--- src/rtl/com_monitor_if.sv ---
// Command-monitor bus: filtered command line and timebase in,
// start/active/stuck status and duration report out.
// master: filter side (drives tick, in; observes status)
// slave : monitor side (samples tick, in; drives status)
interface com_monitor_if #(
    parameter int CNT_WIDTH = 8
);
    logic                 tick;
    logic                 in;
    logic                 start;
    logic                 active;
    logic                 stuck;
    logic [CNT_WIDTH-1:0] dur;
    logic                 dur_valid;

    modport master (
        output tick, in,
        input  start, active, stuck, dur, dur_valid
    );

    modport slave (
        input  tick, in,
        output start, active, stuck, dur, dur_valid
    );
endinterface

--- src/rtl/com_monitor.sv ---
// Command-activity monitor: detects activation edges, times the
// hold in ticks, flags stuck commands, reports duration on release.
// Ports: clk, aclr_n (sync active-low), bus (com_monitor_if.slave).
module com_monitor #(
    parameter int   CNT_WIDTH    = 8,
    parameter int   TIMEOUT      = 200,
    parameter logic ACTIVE_LEVEL = 1'b0
) (
    input logic           clk,
    input logic           aclr_n,
    com_monitor_if.slave  bus
);
    localparam logic [CNT_WIDTH-1:0] TO = CNT_WIDTH'(TIMEOUT);

    typedef enum logic [1:0] {
        IDLE   = 2'd0,
        ACTIVE = 2'd1,
        STUCK  = 2'd2
    } state_t;

    state_t               state, state_n;
    logic [CNT_WIDTH-1:0] cnt, cnt_n, cnt_inc;
    logic                 in_d;
    logic                 rise_act, rel;

    logic                 start_r, start_n;
    logic                 active_r, active_n;
    logic                 stuck_r, stuck_n;
    logic [CNT_WIDTH-1:0] dur_r, dur_n;
    logic                 dv_r, dv_n;

    // Edge detection is independent of the timebase.
    assign rise_act = (bus.in == ACTIVE_LEVEL) &&
                      (in_d != ACTIVE_LEVEL);
    assign rel      = (bus.in != ACTIVE_LEVEL);
    // cnt stays below TIMEOUT in ACTIVE, so this cannot wrap.
    assign cnt_inc  = cnt + 1'b1;

    always_comb begin
        state_n = state;
        cnt_n   = cnt;
        start_n = 1'b0;
        dv_n    = 1'b0;
        dur_n   = dur_r;
        case (state)
            IDLE: begin
                if (rise_act) begin
                    start_n = 1'b1;
                    cnt_n   = '0;
                    state_n = ACTIVE;
                end
            end
            ACTIVE: begin
                // Release wins: a tick on the release clock is dropped.
                if (rel) begin
                    dur_n   = cnt;
                    dv_n    = 1'b1;
                    cnt_n   = '0;
                    state_n = IDLE;
                end else if (bus.tick) begin
                    cnt_n = cnt_inc;
                    if (cnt_inc == TO) begin
                        state_n = STUCK;
                    end
                end
            end
            STUCK: begin
                if (rel) begin
                    dur_n   = TO;
                    dv_n    = 1'b1;
                    cnt_n   = '0;
                    state_n = IDLE;
                end
            end
            default: begin
                cnt_n   = '0;
                state_n = IDLE;
            end
        endcase
        active_n = (state_n != IDLE);
        stuck_n  = (state_n == STUCK);
    end

    always_ff @(posedge clk) begin
        if (!aclr_n) begin
            state    <= IDLE;
            cnt      <= '0;
            in_d     <= ~ACTIVE_LEVEL;
            start_r  <= 1'b0;
            active_r <= 1'b0;
            stuck_r  <= 1'b0;
            dur_r    <= '0;
            dv_r     <= 1'b0;
        end else begin
            state    <= state_n;
            cnt      <= cnt_n;
            in_d     <= bus.in;
            start_r  <= start_n;
            active_r <= active_n;
            stuck_r  <= stuck_n;
            dur_r    <= dur_n;
            dv_r     <= dv_n;
        end
    end

    assign bus.start     = start_r;
    assign bus.active    = active_r;
    assign bus.stuck     = stuck_r;
    assign bus.dur       = dur_r;
    assign bus.dur_valid = dv_r;
endmodule

--- src/flat_wrapper.sv ---
// flat-port wrapper written by rule: the top's interface ports become plain ports
module com_monitor_flat 
#(
    parameter int   CNT_WIDTH    = 8,
    parameter int   TIMEOUT      = 200,
    parameter logic ACTIVE_LEVEL = 1'b0
)
  (clk, aclr_n, bus_tick, bus_in, bus_start, bus_active, bus_stuck, bus_dur, bus_dur_valid);
  com_monitor_if #(.CNT_WIDTH(CNT_WIDTH)) bus_i ();
  input logic clk;
  input logic aclr_n;
  input wire logic [$bits(bus_i.tick)-1:0] bus_tick;
  input wire logic [$bits(bus_i.in)-1:0] bus_in;
  output wire logic [$bits(bus_i.start)-1:0] bus_start;
  output wire logic [$bits(bus_i.active)-1:0] bus_active;
  output wire logic [$bits(bus_i.stuck)-1:0] bus_stuck;
  output wire logic [$bits(bus_i.dur)-1:0] bus_dur;
  output wire logic [$bits(bus_i.dur_valid)-1:0] bus_dur_valid;
  assign bus_i.tick = bus_tick;
  assign bus_i.in = bus_in;
  assign bus_start = bus_i.start;
  assign bus_active = bus_i.active;
  assign bus_stuck = bus_i.stuck;
  assign bus_dur = bus_i.dur;
  assign bus_dur_valid = bus_i.dur_valid;
  com_monitor #(.CNT_WIDTH(CNT_WIDTH), .TIMEOUT(TIMEOUT), .ACTIVE_LEVEL(ACTIVE_LEVEL)) u_core (.clk(clk), .aclr_n(aclr_n), .bus(bus_i));
endmodule
--- config.mk ---
export PLATFORM = sky130hd
export DESIGN_NAME = com_monitor_flat
export DESIGN_NICKNAME = d
export VERILOG_FILES = /design/src/rtl/com_monitor_if.sv /design/src/rtl/com_monitor.sv /design/src/flat_wrapper.sv
export SDC_FILE = /design/constraint.sdc
export NUM_CORES = 1
export LEC_CHECK = 0
export BUFFER_PORTS_ARGS = -buffer_cell sky130_fd_sc_hd__buf_2
export CAP_MARGIN = 15
export CORE_MARGIN = 8
export CORE_UTILIZATION = 55
export DETAILED_ROUTE_END_ITERATION = 8
export HOLD_SLACK_MARGIN = 0.05
export PLACE_DENSITY = 0.77
export SKIP_CTS_REPAIR_TIMING = 1
export SYNTH_ARGS = -nofsm -noshare
export SYNTH_HDL_FRONTEND = slang
export SYNTH_SLANG_ARGS = --single-unit
--- constraint.sdc ---
create_clock -name clk -period 3.64 [get_ports clk]
set_input_delay 0.364 -clock clk [delete_from_list [all_inputs] [get_ports clk]]
set_output_delay 0.364 -clock clk [all_outputs]
set_load 0.1 [all_outputs]
==> results of run 1 <==
==> final timing paths <==
path / to / slack (ns) / depth (start not counted)
hold reg to reg: u_core.bus.dur[7]$_SDFFE_PN0P_ / 0.55 / 1
setup reg to reg: u_core.cnt[4]$_SDFFE_PN0P_ / 1.52 / 6
setup / recovery: u_core.cnt[4]$_SDFFE_PN0P_ / 1.52 / 6
hold / removal: u_core.in_d$_SDFF_PN1_ / 0.38 / 2
==> synth_stat cells, types with 2 or more instances <==
cell type / instances / area (µm²)
clkbuf_1: 3 / 11.26
and3_1: 2 / 12.51
nand3b_1: 2 / 15.01
ha_1: 5 / 62.56
nor2b_1: 11 / 68.82
a21boi_0: 3 / 22.52
nand3_1: 3 / 15.01
o221a_2: 3 / 33.78
nand2b_1: 4 / 25.02
a22oi_1: 6 / 45.04
or3_1: 2 / 12.51
o21ai_0: 10 / 50.05
xor2_1: 2 / 17.52
dfxtp_1: 23 / 460.4
nand2_1: 2 / 7.510
nor2_1: 9 / 33.78
a21oi_1: 9 / 45.04
inv_1: 4 / 15.01
==> flip-flops by register name (all words and copies together) (netlist names) <==
name and flops:
u_core.in_d 1, u_core.bus.active 1, u_core.bus.start 1, u_core.bus.stuck 1
u_core.state 2, u_core.bus.dur 8, u_core.cnt 8, u_core.bus.dur_valid 1
==> power by group <==
group / switching (mW) / internal, mW
sequential: 0.00366 / 0.258
combinational: 0.0575 / 0.0203
clock: 0.0721 / 0.0411
==> cell families after synthesis <==
logic type | after synthesis
simple gates | 45
compound gates | 37
flops | 23
buf+inv | 8
fa+ha+maj | 5
xor+xnor | 3
==> worst register-to-register path, stage by stage, from the launching register on <==
cell and delay [ns]:
dfxtp_1 0.43, inv_1 0.10, ha_1 0.26, and2b_2 0.28
nand4b_4 0.18, or4b_2 0.66, a21boi_1 0.15
==> layout make-up <==
class / count / area, µm²
multi-input cells: 90 / 628.1
clock buffers: 3 / 22.52
repair buffers: 15 / 75.07
inverters: 4 / 15.01
fillers: 173 / 701.9
well taps: 27 / 33.78
clock inverters: 1 / 5.005
flip-flops and latches: 23 / 460.4
==> layer usage <==
layer / track usage / routed length, µm / vias to the layer above
li1: - / - / 465
met1: 0.1533 / 1017 / 403
met2: 0.1881 / 925 / 21
met3: 0.05010 / 172 / 2
met4: 0.03322 / 12 / 0
met5: 0 / 0 / -
==> summary.md, run 1 <==
| Metric | Value |
|---|---|
| Worst-Margin Slew | `between 0.6 and 0.7 ns` |
| Ratio of cells with drive above 1 in the final layout | `0.2206` |
| Crit. Startpoint | `u_core.state[0]$_SDFF_PN0_` |
| R2r startpoint | `u_core.state[0]$_SDFF_PN0_` |
| Hold Path Class | `input port to flop` |
| CTS tree | `yes` |
| Pin count of the biggest net entering global routing | `21` |
| Chip Width | `61.25 µm` |
| Ys async rst share | `0` |
| Row count | `16` |
| CTS Sinks | `23` |
| Skew final | `0.004904 ns` |
| Via count | `891` |
| Die H | `61.25 µm` |
| EDFF count, synth | `0` |
| First DRT Iteration DRCs | `37` |
| Worst-path clk slew | `0.12 ns` |
| Critical path's slowest cell | `or4b_2` |
| Sum of buffers and inverters on the critical path | `1` |
| Detailed-route vias per instance | `5.466` |
| Final cell count without fillers | `163` |
| Final setup violation count | `0` |
| Final Slew Violations | `0` |
| #FFs+latches synth | `23` |
| Most common cell after layout, fill and taps aside | `dfxtp_1` |
| CTS Root Cell | `clkbuf_4` |
| Critical-path maximum fanout | `9` |
| Worst-case clock buffer depth | `2` |
| Design Area, Final | `1240 µm²` |
| Top FF cell, synth | `dfxtp_1` |
| Final Hold Fails | `0` |
| Mapped Nets | `130` |
| Xor-xnor portion of the synthesized cell area | `0.02333` |
| Placed Area | `1212 µm²` |
| Worst-skew pair later-pin latency | `0.31 ns` |
| Setup WS post-layout | `1.520 ns` |
| Post-synthesis sequential area ratio | `0.4089` |
| Headroom to the max-slew limit | `0.5866` |
| Crit-path cells | `inv_1 -> ha_1 -> and2b_2 -> nand4b_4 -> or4b_2 -> a21boi_1` |
| Drt wl/cell | `between 10 and 15 µm` |
| Vias in the first global route | `800` |
| WL final | `between 2000 and 2500 µm` |
| Synth Area in Compound Gates | `0.2189` |
| Largest family of logic cells by synthesized area | `simple AND/OR/NAND/NOR gates` |
| Period utilization | `0.5826` |
| Slowest cell delay on critical path | `~0.66 ns` |
| Ports | `16` |
| Initial antenna violation count | `0` |
| Avg Cell Area, Syn | `9.306 µm²` |
| Syn Std Cell Area | `about 1100 µm²` |
| Die Area | `3752 µm²` |
| Final nets | `146` |
| Placeable core area | `around 1900 µm²` |
| Post-Synth Adder-Cell Area | `0.05556` |
| Required time of the critical path | `3.89 ns` |
| Status | `finished clean` |
| Commonest non-fill, non-tap cells in the layout | `23 x dfxtp_1, 15 x buf_2, 11 x nor2b_1, 10 x o21ai_0` |
| HP Start | `aclr_n` |
| Arr. time, crit path | `2.37 ns` |
| Antenna cells | `0` |
| Pwr/cell area | `364.8 nW/µm²` |
| Hold Slack | `0.3786 ns` |
| Max frequency | `0.4716 GHz` |
| RSZ-0062 raised after global routing | `no` |
| Post-Synthesis Cells | `121` |
| Post-route ant nets | `0` |
| Min Tclk post-route | `2.120 ns` |
| Max Cap Viol | `0` |
| Crit. End Element | `flop` |
| Placed cells | `159` |
| GRT overflow | `0` |
| Initial Util | `0.5799` |
| Startpoint types | `flop` |
| Dpl ws | `1.546 ns` |
| Peak VDD IR | `0.2045 mV` |
| Kind of critical path | `flop to flop` |
| Htree depth | `1` |
| # port buffers | `15` |
| CTS Buf Count | `3` |
| GRT Overall Usage | `0.1226` |
| Post-layout util | `0.6385` |
| DR pass1 iterations | `6` |
| Simple-gate portion of the synthesized area | `0.2600` |
| Multiplexer share of the synthesized area | `0` |
| Area Growth Syn to Fin | `10.11%` |
| Total power | `452.3 µW` |
| Final TNS setup | `0 ns` |
| LEAKAGE | `0.5078 nW` |
| Global-route wire length before repair | `3532 µm` |
| Distinct cells, synth | `36` |
| DRC viols | `0` |
| RePlAce Congestion | `0.8381` |
| CP top delay family | `simple AND/OR/NAND/NOR gates` |
| Ys Warns | `0` |
| DP HPWL | `about 1600 µm` |
(Power assumes the default switching activity.)
==> inputs of run 2 (changes only) <==
--- a/config.mk
+++ b/config.mk
@@ -5,13 +5,14 @@
 export SDC_FILE = /design/constraint.sdc
 export NUM_CORES = 1
 export LEC_CHECK = 0
+export ABC_AREA = 1
 export BUFFER_PORTS_ARGS = -buffer_cell sky130_fd_sc_hd__buf_2
 export CAP_MARGIN = 15
 export CORE_MARGIN = 8
-export CORE_UTILIZATION = 55
+export CORE_UTILIZATION = 49
 export DETAILED_ROUTE_END_ITERATION = 8
 export HOLD_SLACK_MARGIN = 0.05
-export PLACE_DENSITY = 0.77
+export PLACE_DENSITY = 0.73
 export SKIP_CTS_REPAIR_TIMING = 1
 export SYNTH_ARGS = -nofsm -noshare
 export SYNTH_HDL_FRONTEND = slang
==> constraint.sdc (replaced) <==
create_clock -name clk -period 1.9 [get_ports clk]
set_input_delay 0.19 -clock clk [delete_from_list [all_inputs] [get_ports clk]]
set_output_delay 0.19 -clock clk [all_outputs]
set_load 0.1 [all_outputs]
==> run 2 against run 1 <==
  * Die area rose by 7.9%
  * Routed wire length rose by 8.7%
  * Global-route usage barely moved
  * Critical path depth rose by 4
  * Via count rose by 15%
  * Total power rose by 91%
  * Fmax rose by 28%
  * Worst setup slack got worse by 1.3 ns
  * Final area fell by 0.61%
  * Combinational power rose by 76%
==> summary.md, run 2 <==
| Metric | Value |
|---|---|
| Status | `finished clean` |
| Final TNS setup | `0 ns` |
| Worst-path clk slew | `between 0.1 and 0.15 ns` |
| Post-synth top area share | `0.4144` |
| Pwr/cell area | `around 700 nW/µm²` |
| Worst-skew pair later-pin latency | `0.31 ns` |
| Headroom to the max-slew limit | `0.6708` |
| Global-route wire length before repair | `between 4000 and 5000 µm` |
| Via count | `between 1000 and 1500` |
| Antenna cells | `0` |
| DRC viols | `0` |
| Ys Warns | `0` |
| RSZ-0062 raised after global routing | `no` |
| First DRT Iteration DRCs | `24` |
| Most common cell after layout, fill and taps aside | `nand2_1` |
| Required time of the critical path | `2.13 ns` |
| Area contributors post-synth | `dfxtp_1 41%, nand2_1 14%, a21oi_1 6.8%, nand3_1 5.9%, ha_1 5.6%` |
| GRT Overall Usage | `0.1224` |
| Final nets | `180` |
| Max Cap Viol | `0` |
| Chip Width | `around 64 µm` |
| Final Hold Fails | `0` |
| Ratio of cells with drive above 1 in the final layout | `0.1941` |
| Period utilization | `0.8747` |
| # port buffers | `15` |
| Die Area | `about 4000 µm²` |
| EDFF count, synth | `0` |
| RePlAce Congestion | `0.9194` |
| Top cells by count, synth | `42 x nand2_1, 23 x dfxtp_1, 16 x inv_1` |
| Commonest non-fill, non-tap cells in the layout | `42 x nand2_1, 23 x dfxtp_1, 16 x inv_1, 15 x buf_2, 14 x a21oi_1` |
| Htree depth | `1` |
| Critical-path maximum fanout | `5` |
| Hold Path Class | `input port to flop` |
| Die H | `63.62 µm` |
| LEAKAGE | `0.5134 nW` |
| Placeable core area | `between 2000 and 2500 µm²` |
| DP HPWL | `1840 µm` |
| Initial Util | `0.5121` |
| Initial antenna violation count | `0` |
| Design Area, Final | `1232 µm²` |
| Peak VDD IR | `0.5088 mV` |
| Mapped Nets | `164` |
| Worst-case clock buffer depth | `2` |
| Distinct cells, synth | `21` |
| Crit. End Element | `flop` |
| Pin count of the biggest net entering global routing | `14` |
| Syn Std Cell Area | `1111 µm²` |
| GRT overflow | `0` |
| Crit-path cells | `ha_1 -> nand3_1 -> o21ai_2 -> nand2_1 -> nor2_2 -> nand4_1 -> nand2_1 -> nand2_1 -> nand2_1 -> nand2_1` |
| #FFs+latches synth | `23` |
| Avg Cell Area, Syn | `approximately 7 µm²` |
| CTS Sinks | `23` |
| Kind of critical path | `flop to flop` |
| Area Growth Syn to Fin | `10.92%` |
| Post-route ant nets | `0` |
| Startpoint types | `flop` |
| Slowest cell delay on critical path | `roughly 0.42 ns` |
| CTS Buf Count | `3` |
| Max frequency | `0.6017 GHz` |
| Most frequent cell on the critical path | `nand2_1` |
| Top FF cell, synth | `dfxtp_1` |
| CTS tree | `yes` |
| Post-Synthesis Cells | `~160` |
| Min Tclk post-route | `1.662 ns` |
| Skew final | `0.004502 ns` |
| CTS Root Cell | `clkbuf_4` |
| DR pass1 iterations | `4` |
| Top-count cell post-synth | `nand2_1` |
| Post-synthesis sequential area ratio | `0.4144` |
| Ports | `16` |
| Critical path's slowest cell | `dfxtp_1` |
| Cell taking the most area after synthesis | `dfxtp_1` |
| Row count | `17` |
| Final setup violation count | `0` |
| Vias in the first global route | `951` |
| WL final | `2314 µm` |
| Drt wl/cell | `11.69 µm` |
| Fill count | `between 200 and 250` |
| Placed Area | `1201 µm²` |
| Arr. time, crit path | `1.89 ns` |
| Worst-Margin Slew | `between 0.4 and 0.5 ns` |
| Ys async rst share | `0` |
| Final Slew Violations | `0` |
| Detailed-route vias per instance | `5.167` |
==> run 2: cell types whose count changed after synthesis, moves of 3 or more <==
cell,previous run,this run
nor2_2,0,3
nor2_1,9,13
nand2b_1,4,0
a21boi_0,3,0
nand2_2,1,4
a21oi_1,9,15
a22oi_1,6,0
inv_1,4,16
nor2b_1,11,0
o21ai_0,10,5
nand3_1,3,13
o221a_2,3,0
nand2_1,2,42
==> run 2: critical path, delay by kind of cell (launching register included) <==
family | cells | cell delay, ns
DFF | 1 | 0.42
adders and majority gates | 1 | 0.24
and+or+nand+nor | 8 | 0.76
AOI/OAI and AO/OA | 1 | 0.16
==> run 2: logic make-up (layout without fill, tap and decap cells) <==
group | after synthesis | count (layout) | synth area share
buffers and inverters | 22 | 37 | 0.07883
adders and majority gates | 5 | 5 | 0.05631
DFF | 23 | 23 | 0.4144
and+or+nand+nor | 79 | 79 | 0.3142
AOI/OAI and AO/OA | 26 | 26 | 0.1363
==> run 2: area by class of cell <==
type	count	area, µm²	area share
Multi-Input combinational cell	110	566.8	0.4599
Tap cell	28	35.03	0.02843
Inverter	18	67.56	0.05482
Timing Repair Buffer	15	75.07	0.06091
Clock inverter	1	5.005	0.004061
Clock buffer	3	22.52	0.01827
Sequential cell	23	460.4	0.3736
==> run 2: routing by layer <==
layer  wire (µm)  GRT usage  up-vias  share of wire
li1            -          -      531              -
met1         980     0.1321      470           0.42
met2        1213     0.2205       18           0.52
met3          91    0.03004        4          0.039
met4          28    0.05014        0          0.012
met5           0          0        -              0
==> run 2: power by group <==
part	total, mW	switching [mW]	internal [mW]
sequential	0.501	0.00642	0.495
combinational	0.137	0.110	0.0273
clock	0.227	0.148	0.0787
==> run 2: path summary, 6_finish.rpt <==
kind,start,end,slack (ns),depth (start not counted)
max,u_core.cnt[1]$_SDFFE_PN0P_,u_core.bus.active$_SDFF_PN0_,0.24,10
min,bus_in,u_core.in_d$_SDFF_PN1_,0.11,3
max reg2reg,u_core.cnt[1]$_SDFFE_PN0P_,u_core.bus.active$_SDFF_PN0_,0.24,10
min reg2reg,u_core.bus.dur[5]$_SDFFE_PN0P_,u_core.bus.dur[5]$_SDFFE_PN0P_,0.48,2
==> run 2: through the flow <==
step | std cells | power [mW] | setup slack (ns) | util | hold slack, ns
5_1_grt | 198 | 0.9025 | 0.06262 | 0.5681 | 0.1033
4_1_cts | 198 | 0.8710 | 0.006344 | 0.5663 | 0.09108
2_1_floorplan | 155 | 0.6234 | 0.4958 | - | 0.2890
3_5_place_dp | 194 | 0.6492 | 0.04720 | 0.5536 | 0.4217
3_3_place_gp | 194 | 0.6471 | 0.1798 | 0.5536 | 0.4207
6_report | 198 | 0.8649 | 0.2381 | 0.5681 | 0.1051
==> inputs of run 3 (changes only) <==
--- a/config.mk
+++ b/config.mk
@@ -5,12 +5,12 @@
 export SDC_FILE = /design/constraint.sdc
 export NUM_CORES = 1
 export LEC_CHECK = 0
-export ABC_AREA = 1
 export BUFFER_PORTS_ARGS = -buffer_cell sky130_fd_sc_hd__buf_2
 export CAP_MARGIN = 15
 export CORE_MARGIN = 8
 export CORE_UTILIZATION = 49
 export DETAILED_ROUTE_END_ITERATION = 8
+export GPL_TIMING_DRIVEN = 0
 export HOLD_SLACK_MARGIN = 0.05
 export PLACE_DENSITY = 0.73
 export SKIP_CTS_REPAIR_TIMING = 1
==> constraint.sdc (replaced) <==
create_clock -name clk -period 1.48 [get_ports clk]
set_input_delay 0.148 -clock clk [delete_from_list [all_inputs] [get_ports clk]]
set_output_delay 0.148 -clock clk [all_outputs]
set_load 0.1 [all_outputs]
==> run 3 against run 2 <==
  * The flow now finishes with violations (setup timing)
  * Total power increased by 36%
  * Sequential share of layout area decreased by 5.8 points
  * Count of clock-buffer cells in the layout stayed put
  * Via count is 1.5% lower
  * Clock power up 31%
  * Worst hold slack better by 0.069 ns
  * Critical path depth fell by 4
  * Non-clock buffer count is 16 higher
  * Fmax fell by 6.9%
  * Register-to-register slack got worse by 0.54 ns
  * Final area rose by 23%
  * Sequential cell count unchanged
==> summary.md, run 3 (synthesis results as in run 1) <==
| Metric | Value |
|---|---|
| Fill count | `approximately 170` |
| CTS Root Cell | `clkbuf_4` |
| DRC viols | `0` |
| Crit. End Element | `flop` |
| Min Tclk post-route | `1.785 ns` |
| Placeable core area | `2191 µm²` |
| Global-route wire length before repair | `4091 µm` |
| LEAKAGE | `around 0.6 nW` |
| Critical-path maximum fanout | `4` |
| WL final | `2820 µm` |
| Multi-input gate area | `754.5 µm²` |
| Worst-case clock buffer depth | `2` |
| Final Hold Fails | `0` |
| Chip Width | `63.94 µm` |
| DP HPWL | `1803 µm` |
| CTS Sinks | `23` |
| Setup WS post-layout | `-0.3046 ns` |
| Max frequency | `0.5603 GHz` |
| Max Cap Viol | `0` |
| Row count | `17` |
| Failing checks | `setup timing` |
| Post-layout util | `0.6910` |
| Most common cell after layout, fill and taps aside | `dfxtp_1` |
| Via count | `1008` |
| Final Slew Violations | `0` |
| Commonest non-fill, non-tap cells in the layout | `17 x dfxtp_1, 14 x buf_2, 11 x nor2b_1, 10 x buf_4, 9 x a21oi_1` |
| CTS Buf Count | `3` |
| Reg area | `478.0 µm²` |
| Period utilization | `1.206` |
| Arr. time, crit path | `2.04 ns` |
| Pin count of the biggest net entering global routing | `14` |
| CTS tree | `yes` |
| Final TNS setup | `-1.627 ns` |
| Hold Path Class | `input port to flop` |
| Kind of critical path | `flop to flop` |
| RePlAce Congestion | `0.8242` |
| Initial antenna violation count | `0` |
| Ratio of cells with drive above 1 in the final layout | `0.4539` |
| Initial Util | `0.5140` |
| Htree depth | `1` |
| Area Growth Syn to Fin | `34.44%` |
| Dpl ws | `-0.2894 ns` |
| First DRT Iteration DRCs | `54` |
| Pwr/cell area | `~800 nW/µm²` |
| Headroom to the max-slew limit | `0.6752` |
| Vias in the first global route | `approximately 900` |
| Die H | `63.94 µm` |
| Required time of the critical path | `1.73 ns` |
| GRT overflow | `0` |
| Status | `finished with violations` |
| # port buffers | `14` |
| Startpoint types | `flop` |
| Final nets | `162` |
| DR pass1 iterations | `4` |
| Final setup violation count | `13` |
| Skew final | `0.005988 ns` |
| Worst-skew pair later-pin latency | `0.31 ns` |
| Ports | `16` |
| Antenna cells | `0` |
| Peak VDD IR | `0.6147 mV` |
| Detailed-route vias per instance | `5.600` |
| RSZ-0062 raised after global routing | `yes` |
| Worst-path clk slew | `0.13 ns` |
| Worst-Margin Slew | `0.4872 ns` |
| GRT Overall Usage | `0.1205` |
| Drt wl/cell | `15.67 µm` |
| Die Area | `4088 µm²` |
| Post-route ant nets | `0` |
run 3: per-layer routing:
metal	vias up	track usage	share of wire
li1	500	-	-
met1	475	0.1337	0.39
met2	29	0.2196	0.55
met3	4	0.03136	0.050
met4	0	0.03343	0.011
met5	-	0	0
run 3: worst paths after layout:
kind / endpoint / from / cells after the start / slack [ns]
setup / recovery: u_core.bus.stuck$_SDFF_PN0_ / u_core.cnt[0]$_SDFFE_PN0P_ / 6 / -0.30
hold / removal: u_core.in_d$_SDFF_PN1_ / aclr_n / 2 / 0.17
setup reg to reg: u_core.bus.stuck$_SDFF_PN0_ / u_core.cnt[0]$_SDFFE_PN0P_ / 6 / -0.30
hold reg to reg: u_core.cnt[7]$_SDFFE_PN0P_ / u_core.cnt[7]$_SDFFE_PN0P_ / 2 / 0.52
run 3: worst max-delay path, stage by stage (launching register included):
cell      delay, ns
dfxtp_4        0.40
ha_4           0.15
nand2_4        0.06
or4_4          0.50
a211oi_4       0.21
a41o_1         0.25
nor3b_2        0.16
run 3: report_power, final:
group | switching [mW] | total [mW] | internal, mW
Combinational | 0.164 | 0.241 | 0.0776
Sequential | 0.0101 | 0.639 | 0.629
Clock | 0.196 | 0.297 | 0.101
Total | 0.370 | 1.18 | 0.808
run 3: cell type report:
cell class | count | area share
Multi-Input combinational cell | 90 | 0.4983
Sequential cell | 23 | 0.3157
Timing Repair Buffer | 27 | 0.1182
Tap cell | 28 | 0.02314
Clock buffer | 3 | 0.01488
Buffer | 4 | 0.01488
Inverter | 4 | 0.01157
Clock inverter | 1 | 0.003306
run 3: per-stage QoR:
stage          hold WS [ns]  cells  cell area [µm²]  power (mW)
2_1_floorplan        0.3927    121             1165      0.8121
3_3_place_gp         0.4951    163             1270      0.8460
3_5_place_dp         0.5012    163             1270      0.8500
4_1_cts              0.1724    167             1297       1.142
5_1_grt              0.1943    180             1514       1.221
6_report             0.1745    180             1514       1.178
